--- src/rtl/bdm_target.sv ---
// BKGD single-wire BDM target: decodes host-timed bits, answers SYNC, runs a
// small command subset against a byte-wide memory port, and drives replies.
module bdm_target #(
  parameter int unsigned CYC = 4
) (
  input  logic        clk,
  input  logic        rst,
  input  logic        bkgd_in,
  output logic        bkgd_oe,
  output logic [15:0] mem_addr,
  output logic        mem_rd,
  input  logic [7:0]  mem_rdata,
  output logic        mem_wr,
  output logic [7:0]  mem_wdata,
  output logic        bgnd_active,
  output logic [7:0]  last_cmd
);

  localparam int unsigned LOW_MAX  = 256 * CYC;
  localparam int unsigned T_SYNC   = 128 * CYC;
  localparam int unsigned T_SAMPLE = 10 * CYC;
  localparam int unsigned T_HOLD   = 13 * CYC;
  localparam int unsigned T_SDLY   = 16 * CYC;
  localparam int unsigned T_SRESP  = 128 * CYC;
  localparam int unsigned LW       = $clog2(LOW_MAX + 1);
  localparam int unsigned TW       = $clog2(T_SRESP + 1);

  typedef enum logic [3:0] {
    IDLE, RX_AH, RX_AL, RX_DATA, RD, RD_WAIT, WR, TX,
    SYNC_WAIT, SYNC_DLY, SYNC_RESP
  } state_t;

  state_t      state;
  logic        bkgd_s1, bkgd_s, bkgd_d;
  logic [1:0]  mask_cnt;
  logic [LW-1:0] lowcnt;
  logic [TW-1:0] tmr;
  logic        win;
  logic [2:0]  bitcnt;
  logic [6:0]  sr;
  logic [7:0]  addr_hi;
  logic [7:0]  txbyte;

  logic line_fall, line_rise, fall, sync_hit, sample, tx_end;
  logic [7:0] rx_next;

  always_comb begin
    line_fall = bkgd_d & ~bkgd_s;
    line_rise = ~bkgd_d & bkgd_s;
    fall      = line_fall & ~bkgd_oe & (mask_cnt == 2'd0);
    // Fires on the single cycle lowcnt crosses the threshold, so a saturated
    // count left over from an earlier SYNC cannot retrigger.
    sync_hit  = ~bkgd_s & ~line_fall & (state != SYNC_RESP) &
                (lowcnt == LW'(T_SYNC - 1));
    sample    = win & (tmr == TW'(T_SAMPLE - 1));
    tx_end    = win & (tmr == TW'(T_HOLD - 1));
    rx_next   = {sr, bkgd_s};
  end

  always_ff @(posedge clk) begin
    if (rst) begin
      state       <= IDLE;
      bkgd_s1     <= 1'b1;
      bkgd_s      <= 1'b1;
      bkgd_d      <= 1'b1;
      mask_cnt    <= '0;
      lowcnt      <= '0;
      tmr         <= '0;
      win         <= 1'b0;
      bitcnt      <= '0;
      sr          <= '0;
      addr_hi     <= '0;
      txbyte      <= '0;
      bkgd_oe     <= 1'b0;
      mem_addr    <= '0;
      mem_rd      <= 1'b0;
      mem_wr      <= 1'b0;
      mem_wdata   <= '0;
      bgnd_active <= 1'b0;
      last_cmd    <= '0;
    end else begin
      bkgd_s1 <= bkgd_in;
      bkgd_s  <= bkgd_s1;
      bkgd_d  <= bkgd_s;

      if (bkgd_oe)               mask_cnt <= 2'd2;
      else if (mask_cnt != 2'd0) mask_cnt <= mask_cnt - 2'd1;

      // Our own SYNC response holds the line low; it must not count as a host SYNC.
      if (line_fall)
        lowcnt <= '0;
      else if (!bkgd_s && state != SYNC_RESP && lowcnt != LW'(LOW_MAX))
        lowcnt <= lowcnt + 1'b1;

      tmr    <= tmr + 1'b1;
      mem_rd <= 1'b0;
      mem_wr <= 1'b0;

      if (sync_hit) begin
        state   <= SYNC_WAIT;
        bkgd_oe <= 1'b0;
        win     <= 1'b0;
        bitcnt  <= '0;
      end else begin
        case (state)
          IDLE, RX_AH, RX_AL, RX_DATA: begin
            if (fall) begin
              win <= 1'b1;
              tmr <= '0;
            end else if (sample) begin
              win    <= 1'b0;
              sr     <= rx_next[6:0];
              bitcnt <= bitcnt + 3'd1;
              if (bitcnt == 3'd7) begin
                case (state)
                  IDLE: begin
                    last_cmd <= rx_next;
                    case (rx_next)
                      8'h90: bgnd_active <= 1'b1;
                      8'h08: bgnd_active <= 1'b0;
                      8'hE4: begin
                        txbyte <= {1'b1, bgnd_active, 6'b0};
                        state  <= TX;
                      end
                      8'hC4: state <= RX_DATA;
                      8'hE0, 8'hC0: state <= RX_AH;
                      default: ;
                    endcase
                  end
                  RX_AH: begin
                    addr_hi <= rx_next;
                    state   <= RX_AL;
                  end
                  RX_AL: begin
                    mem_addr <= {addr_hi, rx_next};
                    if (last_cmd == 8'hE0) begin
                      mem_rd <= 1'b1;
                      state  <= RD;
                    end else begin
                      state <= RX_DATA;
                    end
                  end
                  default: begin
                    if (last_cmd == 8'hC4) begin
                      bgnd_active <= rx_next[6];
                      state       <= IDLE;
                    end else begin
                      mem_wdata <= rx_next;
                      mem_wr    <= 1'b1;
                      state     <= WR;
                    end
                  end
                endcase
              end
            end
          end
          RD:      state <= RD_WAIT;
          RD_WAIT: begin
            txbyte <= mem_rdata;
            state  <= TX;
          end
          WR:      state <= IDLE;
          TX: begin
            if (fall) begin
              win     <= 1'b1;
              tmr     <= '0;
              bkgd_oe <= ~txbyte[7];
            end else if (tx_end) begin
              win     <= 1'b0;
              bkgd_oe <= 1'b0;
              txbyte  <= {txbyte[6:0], 1'b0};
              bitcnt  <= bitcnt + 3'd1;
              if (bitcnt == 3'd7) state <= IDLE;
            end
          end
          SYNC_WAIT: begin
            if (line_rise) begin
              state <= SYNC_DLY;
              tmr   <= '0;
            end
          end
          SYNC_DLY: begin
            // Rise is seen one clk after the synchronized edge, hence the -2.
            if (tmr == TW'(T_SDLY - 2)) begin
              bkgd_oe <= 1'b1;
              tmr     <= '0;
              state   <= SYNC_RESP;
            end
          end
          SYNC_RESP: begin
            if (tmr == TW'(T_SRESP - 1)) begin
              bkgd_oe <= 1'b0;
              state   <= IDLE;
            end
          end
          default: state <= IDLE;
        endcase
      end
    end
  end

endmodule

--- config.mk ---
export PLATFORM = sky130hd
export DESIGN_NAME = bdm_target
export DESIGN_NICKNAME = d
export VERILOG_FILES = /design/src/rtl/bdm_target.sv
export SDC_FILE = /design/constraint.sdc
export NUM_CORES = 1
export LEC_CHECK = 0
export ABC_AREA = 1
export BUFFER_PORTS_ARGS = -buffer_cell sky130_fd_sc_hd__buf_2
export CAP_MARGIN = 20
export CORE_AREA = 5 5 107 109
export DETAILED_ROUTE_END_ITERATION = 8
export DIE_AREA = 0 0 112 114
export GPL_ROUTABILITY_DRIVEN = 1
export SYNTH_ARGS = -nofsm -noshare
export SYNTH_HDL_FRONTEND = slang
export SYNTH_SLANG_ARGS = --single-unit
--- constraint.sdc ---
create_clock -name clk -period 3.2 [get_ports clk]
set_input_delay 0.16 -clock clk [delete_from_list [all_inputs] [get_ports clk]]
set_output_delay 0.16 -clock clk [all_outputs]
set_load 0.005 [all_outputs]
==> qor.csv, run 1 <==
metric,value,unit
status,"complete, no violations",
period_share,69.3,%
top_usage_layer,met2,
grt_pass1_wl,18.1,mm
place_ws,0.988,ns
clk_path_buf_depth,2,
wl_per_cell,12.1,um
yosysUniqueCellTypes,34,
cts_tree,done,
ys_ff_latch,93,
layout_common_cells,"164 x nand2_1, 162 x nor2_1, 93 x dfxtp_1",
leakage,2.32,nW
rsz0062_at_grt,no,
final_common_cell,nand2_1,
critical_path.max_fanout,32,
die_area,0.0128,mm^2
num-fill-cells,1110,
cpMostUsedCell,nand2_1,
met2_usage,27.6,%
placed_cells,856,
hold_viol_final,0,
final_area,0.00507,mm^2
powerDensity,414,mW/mm^2
synth_warnings,0,
area_delta_synth_final,11.1,%
track_usage,17.1,%
gr-usage-met3,3.55,%
end_kind,flip-flop,
cts-root-buf,clkbuf_8,
finalCriticalPeriod,2.22,ns
crit_required,3.46,ns
tightest_slew,0.697,ns
syn_area,0.00456,mm^2
maxSlewHeadroom,53.4,%
route.detailed.drc,0,
syn_inst,688,
ant_nets,0,
first_pass_iters,4,
worstHoldPathType,in2reg,
drive_gt1_share,12.6,%
grt-ovfl-total,0,
antenna_cells,0,
vias,4193,
clk_latency,0.36,ns
place_hpwl,7.82,mm
dieHeight,114,um
drv_slew,0,
crit_slowest_cell,nand2_2,
start_util,43.4,%
drtIter0Drc,289,
fin_nets,745,
syn_nets,705,
core_area,0.0105,mm^2
drt_wl_total,10.5,mm
ioPinCount,47,
multi_input_area,0.00229,mm^2
syn_area_per_cell,6.63,um^2
htree_num_levels,3,
seqCellArea,0.00186,mm^2
clock-sinks,93,
worst_slack,0.983,ns
clkTransAtPathRegs,0.09,ns
r2r_cells,12,
chipWidth,112,um
cts_resized,0,
place_area,0.00486,mm^2
vdd_drop_max,0.170,mV
gp_congestion,0.894,
num_rows,38,
max_stage_delay,0.43,ns
setup_viol,0,
max_freq,451,MHz
port_buffers,46,
final.setup_skew,0.0111,ns
final_cells,873,
viasPerCell,4.80,
grt_pass1_vias,3927,
cp-start-kind,flip-flop,
path_class,reg2reg,
grt_max_degree,42,
path_cells,ha_1 > nand2_1 > nor2_1 > nand2_2 > nor2_1 > nand4_1 > nand2_1 > nor2_2 > nand2_2 > nand2_1 > nand2_1 > nor2_1,
yosysSeqAreaShare,40.8,%
crit_arrival,2.48,ns
antenna_found_initial,0,
cap_violations,0,
holdPathStages,2,
use_met1,23.0,%
cts_setup_buffers,0,
cts_inserted_buffers,9,
fin_setup_tns,0,ns
[cell usage after synthesis]
cell / instances / area share (%)
a21bo_2: 1 / 0.22
a21oi_1: 29 / 3.2
a221oi_1: 1 / 0.19
a22o_1: 1 / 0.19
and2_4: 1 / 0.19
and3_1: 2 / 0.27
buf_2: 8 / 0.88
buf_4: 3 / 0.49
buf_6: 3 / 0.74
clkbuf_1: 5 / 0.41
dfxtp_1: 93 / 41
ha_1: 6 / 1.6
inv_1: 73 / 6.0
inv_2: 5 / 0.41
nand2_1: 164 / 13
nand2_2: 8 / 1.1
nand3_1: 31 / 3.4
nand3_2: 1 / 0.22
nand4_1: 20 / 2.7
nor2_1: 162 / 13
nor2_2: 8 / 1.1
nor2_4: 2 / 0.49
nor3_1: 10 / 1.1
nor3_4: 1 / 0.36
nor4_1: 4 / 0.55
o2111ai_1: 1 / 0.19
o21a_1: 2 / 0.33
o21ai_0: 24 / 2.6
o21ai_1: 2 / 0.22
o21bai_1: 2 / 0.33
o31ai_1: 1 / 0.16
or2_2: 2 / 0.27
xnor2_1: 3 / 0.58
xor2_1: 9 / 1.7
[metrics by stage]
step,utilization (%),hold slack [ns],total power [mW]
after detailed placement,46.2,0.352,1.33
after global placement,46.2,0.349,1.33
final,48.2,0.102,2.10
after floorplan,-,0.264,1.30
after CTS,48.2,0.0719,2.13
after global routing,48.2,0.0990,2.20
[worst max-delay path: cells and delay by family, from the launching register on]
kind	cells	cell delay [ns]
flops	1	0.40
simple gates	11	1.49
fa+ha+maj	1	0.21
[cells by family after synthesis]
| kind of cell | count (synthesis) | synth area share [%] |
|---|---|---|
| and+or+nand+nor | 416 | 38.6 |
| buffers and inverters | 97 | 8.94 |
| DFF | 93 | 40.8 |
| AOI/OAI and AO/OA | 64 | 7.65 |
| xor gates and xnor gates | 12 | 2.30 |
| adders and majority gates | 6 | 1.65 |
[routing by layer]
| layer | routed length (um) | part of all wire (%) |
|---|---|---|
| met1 | 5110 | 49 |
| met2 | 4770 | 45 |
| met3 | 493 | 4.7 |
| met4 | 158 | 1.5 |
| met5 | 0 | 0 |
[power breakdown]
| group | total, mW | internal, mW | switching [mW] |
|---|---|---|---|
| clock network | 0.789 | 0.364 | 0.425 |
| registers | 1.18 | 1.17 | 0.0109 |
| logic | 0.129 | 0.0424 | 0.0864 |
[flip-flops by register name, summed over array words and instances (netlist names)]
| signal | flops |
|---|---|
| txbyte | 8 |
| sr | 7 |
| win | 1 |
| mem_rd | 1 |
| mem_wdata | 8 |
| state | 4 |
| last_cmd | 8 |
| bkgd_d | 1 |
| mem_wr | 1 |
| bkgd_s1 | 1 |
| bkgd_oe | 1 |
| bitcnt | 3 |
| lowcnt | 11 |
| tmr | 10 |
| addr_hi | 8 |
| bgnd_active | 1 |
| bkgd_s | 1 |
| mem_addr | 16 |
| mask_cnt | 2 |
[area by class of cell]
type / count / share of cell area (%)
Clock buffer: 9 / 2.45
Clock inverter: 7 / 1.46
Inverter: 78 / 5.78
Multi-Input combinational cell: 498 / 45.2
Sequential cell: 93 / 36.7
Tap cell: 140 / 3.46
Timing Repair Buffer: 48 / 4.89
[path summary, 6_finish.rpt]
check | slack [ns] | from | to
worst max-delay path | 0.98 | lowcnt[1] | mem_addr[2]
worst min-delay path | 0.10 | rst | state[3]
worst max register to register | 0.98 | lowcnt[1] | mem_addr[2]
worst min register to register | 0.42 | bkgd_s1 | bkgd_s
[repair_timing]
item	in CTS	in global routing
hold endpoints to repair	1	0
setup endpoints to repair	0	0
hold buffers	1	0
(Power assumes the default switching activity.)
==> run 2, diff against run 1 <==
--- a/config.mk
+++ b/config.mk
@@ -5,7 +5,7 @@
 export SDC_FILE = /design/constraint.sdc
 export NUM_CORES = 1
 export LEC_CHECK = 0
-export ABC_AREA = 1
+export ABC_AREA = 0
 export BUFFER_PORTS_ARGS = -buffer_cell sky130_fd_sc_hd__buf_2
 export CAP_MARGIN = 20
 export CORE_AREA = 5 5 107 109
==> constraint.sdc (replaced) <==
create_clock -name clk -period 2.1 [get_ports clk]
set_input_delay 0.105 -clock clk [delete_from_list [all_inputs] [get_ports clk]]
set_output_delay 0.105 -clock clk [all_outputs]
set_load 0.005 [all_outputs]
==> run 2 against run 1 <==
Against the previous run: the flow now finishes with violations (setup timing); fmax increased by 1.4%; hold slack worse by 0.064 ns; cell count down 16%; critical endpoint is now txbyte[1].
==> qor.csv, run 2 <==
metric,value,unit
die_area,0.0128,mm^2
viasPerCell,5.39,
critical_path.reg2reg.startpoint,bitcnt[0],
wl_per_cell,16.0,um
synth-adder-area-share,1.64,%
worst_slack,-0.0860,ns
worst_hold_slack,0.0375,ns
synth_edf_count,0,
hold_viol_final,0,
clkTransAtPathRegs,0.10,ns
cpMostUsedCell,ha_4,
place_ws,-0.110,ns
final_cells,735,
ant_nets,0,
yosysTopAreaCellShare,40.6,%
crit_required,2.39,ns
layout_common_cells,"91 x dfxtp_1, 50 x buf_4, 46 x buf_2",
path_cells,ha_4 > ha_4 > or4b_4 > or4_4 > a22oi_2 > and2_4 > mux2i_1,
crit_path_end,txbyte[1],
drtIter0Drc,181,
rsz0062_at_grt,yes,
cts-root-buf,clkbuf_8,
max_stage_delay,0.45,ns
track_usage,18.6,%
cts_inserted_buffers,9,
vdd_drop_max,0.374,mV
crit_slowest_cell,or4b_4,
place_hpwl,8.61,mm
grt_pass1_wl,19.4,mm
worstHoldPathType,in2reg,
synth_area_leader_cell,dfxtp_1,
largestRegisters,"mem_addr (16), lowcnt (11), tmr (10)",
clk_path_buf_depth,2,
drt_wl_total,11.8,mm
route.detailed.drc,0,
grt_pass1_vias,3986,
reg2reg_slack,-0.09,ns
syn_area,0.00459,mm^2
fin_nets,607,
reg2reg_to,txbyte[1],
chipWidth,112,um
cp-start-kind,flip-flop,
crit_buf_inv,0,
tightest_slew,0.610,ns
placed_cells,716,
setup_viol,7,
final_common_cell,dfxtp_1,
finalCriticalPeriod,2.19,ns
critical_path.max_fanout,8,
max_freq,457,MHz
r2r_cells,7,
synth_mux_area_share,9.14,%
syn_nets,531,
drv_slew,0,
crit_path_start,bitcnt[0],
ys_top_cells_by_area,"dfxtp_1 41%, mux2i_1 7.4%, nand2b_1 5.0%, nand4_1 4.4%, a21oi_1 4.0%",
start_util,43.7,%
end_kind,flip-flop,
fin_total_pwr,3.02,mW
area_delta_synth_final,20.5,%
powerDensity,546,mW/mm^2
cts_tree,done,
crit_arrival,2.48,ns
vias,3963,
yosysUniqueCellTypes,66,
syn_inst,514,
cap_violations,0,
synth_warnings,0,
path_class,reg2reg,
ys_async_sr_fraction,0,%
status,"finished, violations left",
clock-sinks,93,
grt_max_degree,68,
htree_num_levels,3,
path_delay_family,simple AND/OR/NAND/NOR gates,
synth_top_family_by_area,simple AND/OR/NAND/NOR gates,
clk_latency,0.37,ns
gp_congestion,0.820,
first_pass_iters,4,
synth_ff_type,dfxtp_1,
syn_area_per_cell,8.92,um^2
dieHeight,114,um
leakage,2.14,nW
period_share,104,%
regMostFlops,mem_addr,
ys_ff_latch,93,
core_area,0.0105,mm^2
drive_gt1_share,25.5,%
synth_common_cells,"93 x dfxtp_1, 39 x nor2_1, 37 x a21oi_1, 37 x nand2b_1, 34 x mux2i_1",
final.setup_skew,0.0147,ns
yosys.area_share.simple,27.1,%
synth-compound-area-share,13.7,%
synth_xor_area_share,3.25,%
antenna_found_initial,0,
largest_reg_flops,16,
antenna_cells,0,
worst-path-stages,7,
yosysSeqAreaShare,40.6,%
num_rows,38,
maxSlewHeadroom,59.1,%
violations,setup timing,
ioPinCount,47,
grt-ovfl-total,0,
port_buffers,46,
synth.most_common_cell,dfxtp_1,
[run 2: cell count changes after synthesis, moves of 6 or more]
cell / before / now
nor2_2: 8 / 0
nor2_1: 162 / 39
inv_1: 73 / 9
nand4_1: 20 / 32
a21oi_1: 29 / 37
nand3_1: 31 / 12
o21ai_1: 2 / 10
mux2_2: 0 / 6
nand2_2: 8 / 0
mux2i_1: 0 / 34
nor2b_1: 0 / 7
nand2b_1: 0 / 37
clkbuf_1: 5 / 26
nand2_1: 164 / 25
[run 2: worst min path at each step]
stage                       from   endpoint  depth (start not counted)
floorplan                bkgd_in    bkgd_s1                          1
global placement         bkgd_in    bkgd_s1                          2
detailed placement       bkgd_in    bkgd_s1                          2
CTS                 mem_rdata[0]  txbyte[0]                          3
global route        mem_rdata[0]  txbyte[0]                          3
finish              mem_rdata[0]  txbyte[0]                          3
[run 2: per-stage QoR]
stage / util (%) / TNS (ns) / instance area [um^2]
after floorplan: - / 0 / 4610
after global placement: 50.1 / -0.0863 / 5270
after detailed placement: 50.1 / -1.28 / 5270
after CTS: 52.0 / -0.388 / 5460
after global routing: 52.6 / -0.939 / 5530
final: 52.6 / -0.422 / 5530
[run 2: cell families after synthesis]
family	after synthesis
compound gates	103
xor+xnor	17
buf+inv	46
mux	41
simple gates	208
flops	93
fa+ha+maj	6
[run 2: worst min-delay path, stage by stage]
cell and delay [ns]:
buf_2 0.10, nand4b_1 0.08, mux2i_1 0.07
[run 2: power breakdown]
group          internal [mW]  switching [mW]  leakage [nW]  total (mW)
Clock                  0.442           0.678        0.0886        1.12
Sequential              1.77         0.00765         0.751        1.78
Combinational         0.0520          0.0653          1.31       0.117
[run 2: routing by layer]
metal / track usage [%] / share of wire (%) / vias to the layer above
met5: 0 / 0 / -
met1: 22.9 / 45 / 1876
met3: 3.08 / 2.7 / 23
met4: 7.45 / 2.6 / 0
li1: - / - / 1999
met2: 32.6 / 49 / 65
[run 2: layout make-up]
| type | count | area, um^2 |
|---|---|---|
| Fill cell | 993 | 4980 |
| Multi-Input combinational cell | 375 | 2590 |
| Sequential cell | 93 | 1860 |
| Timing Repair Buffer | 102 | 689 |
| Tap cell | 140 | 175 |
| Clock buffer | 10 | 128 |
| Clock inverter | 6 | 46.3 |
| Inverter | 9 | 33.8 |
[run 2: what timing repair did]
item                       4_1_cts  5_1_grt
gates cloned                     0        0
pin swaps                        2        6
hold endpoints to repair         1        0
resized for setup                3       14
hold buffers                     1        0
buffers inserted                 1        1
setup endpoints to repair       16       53
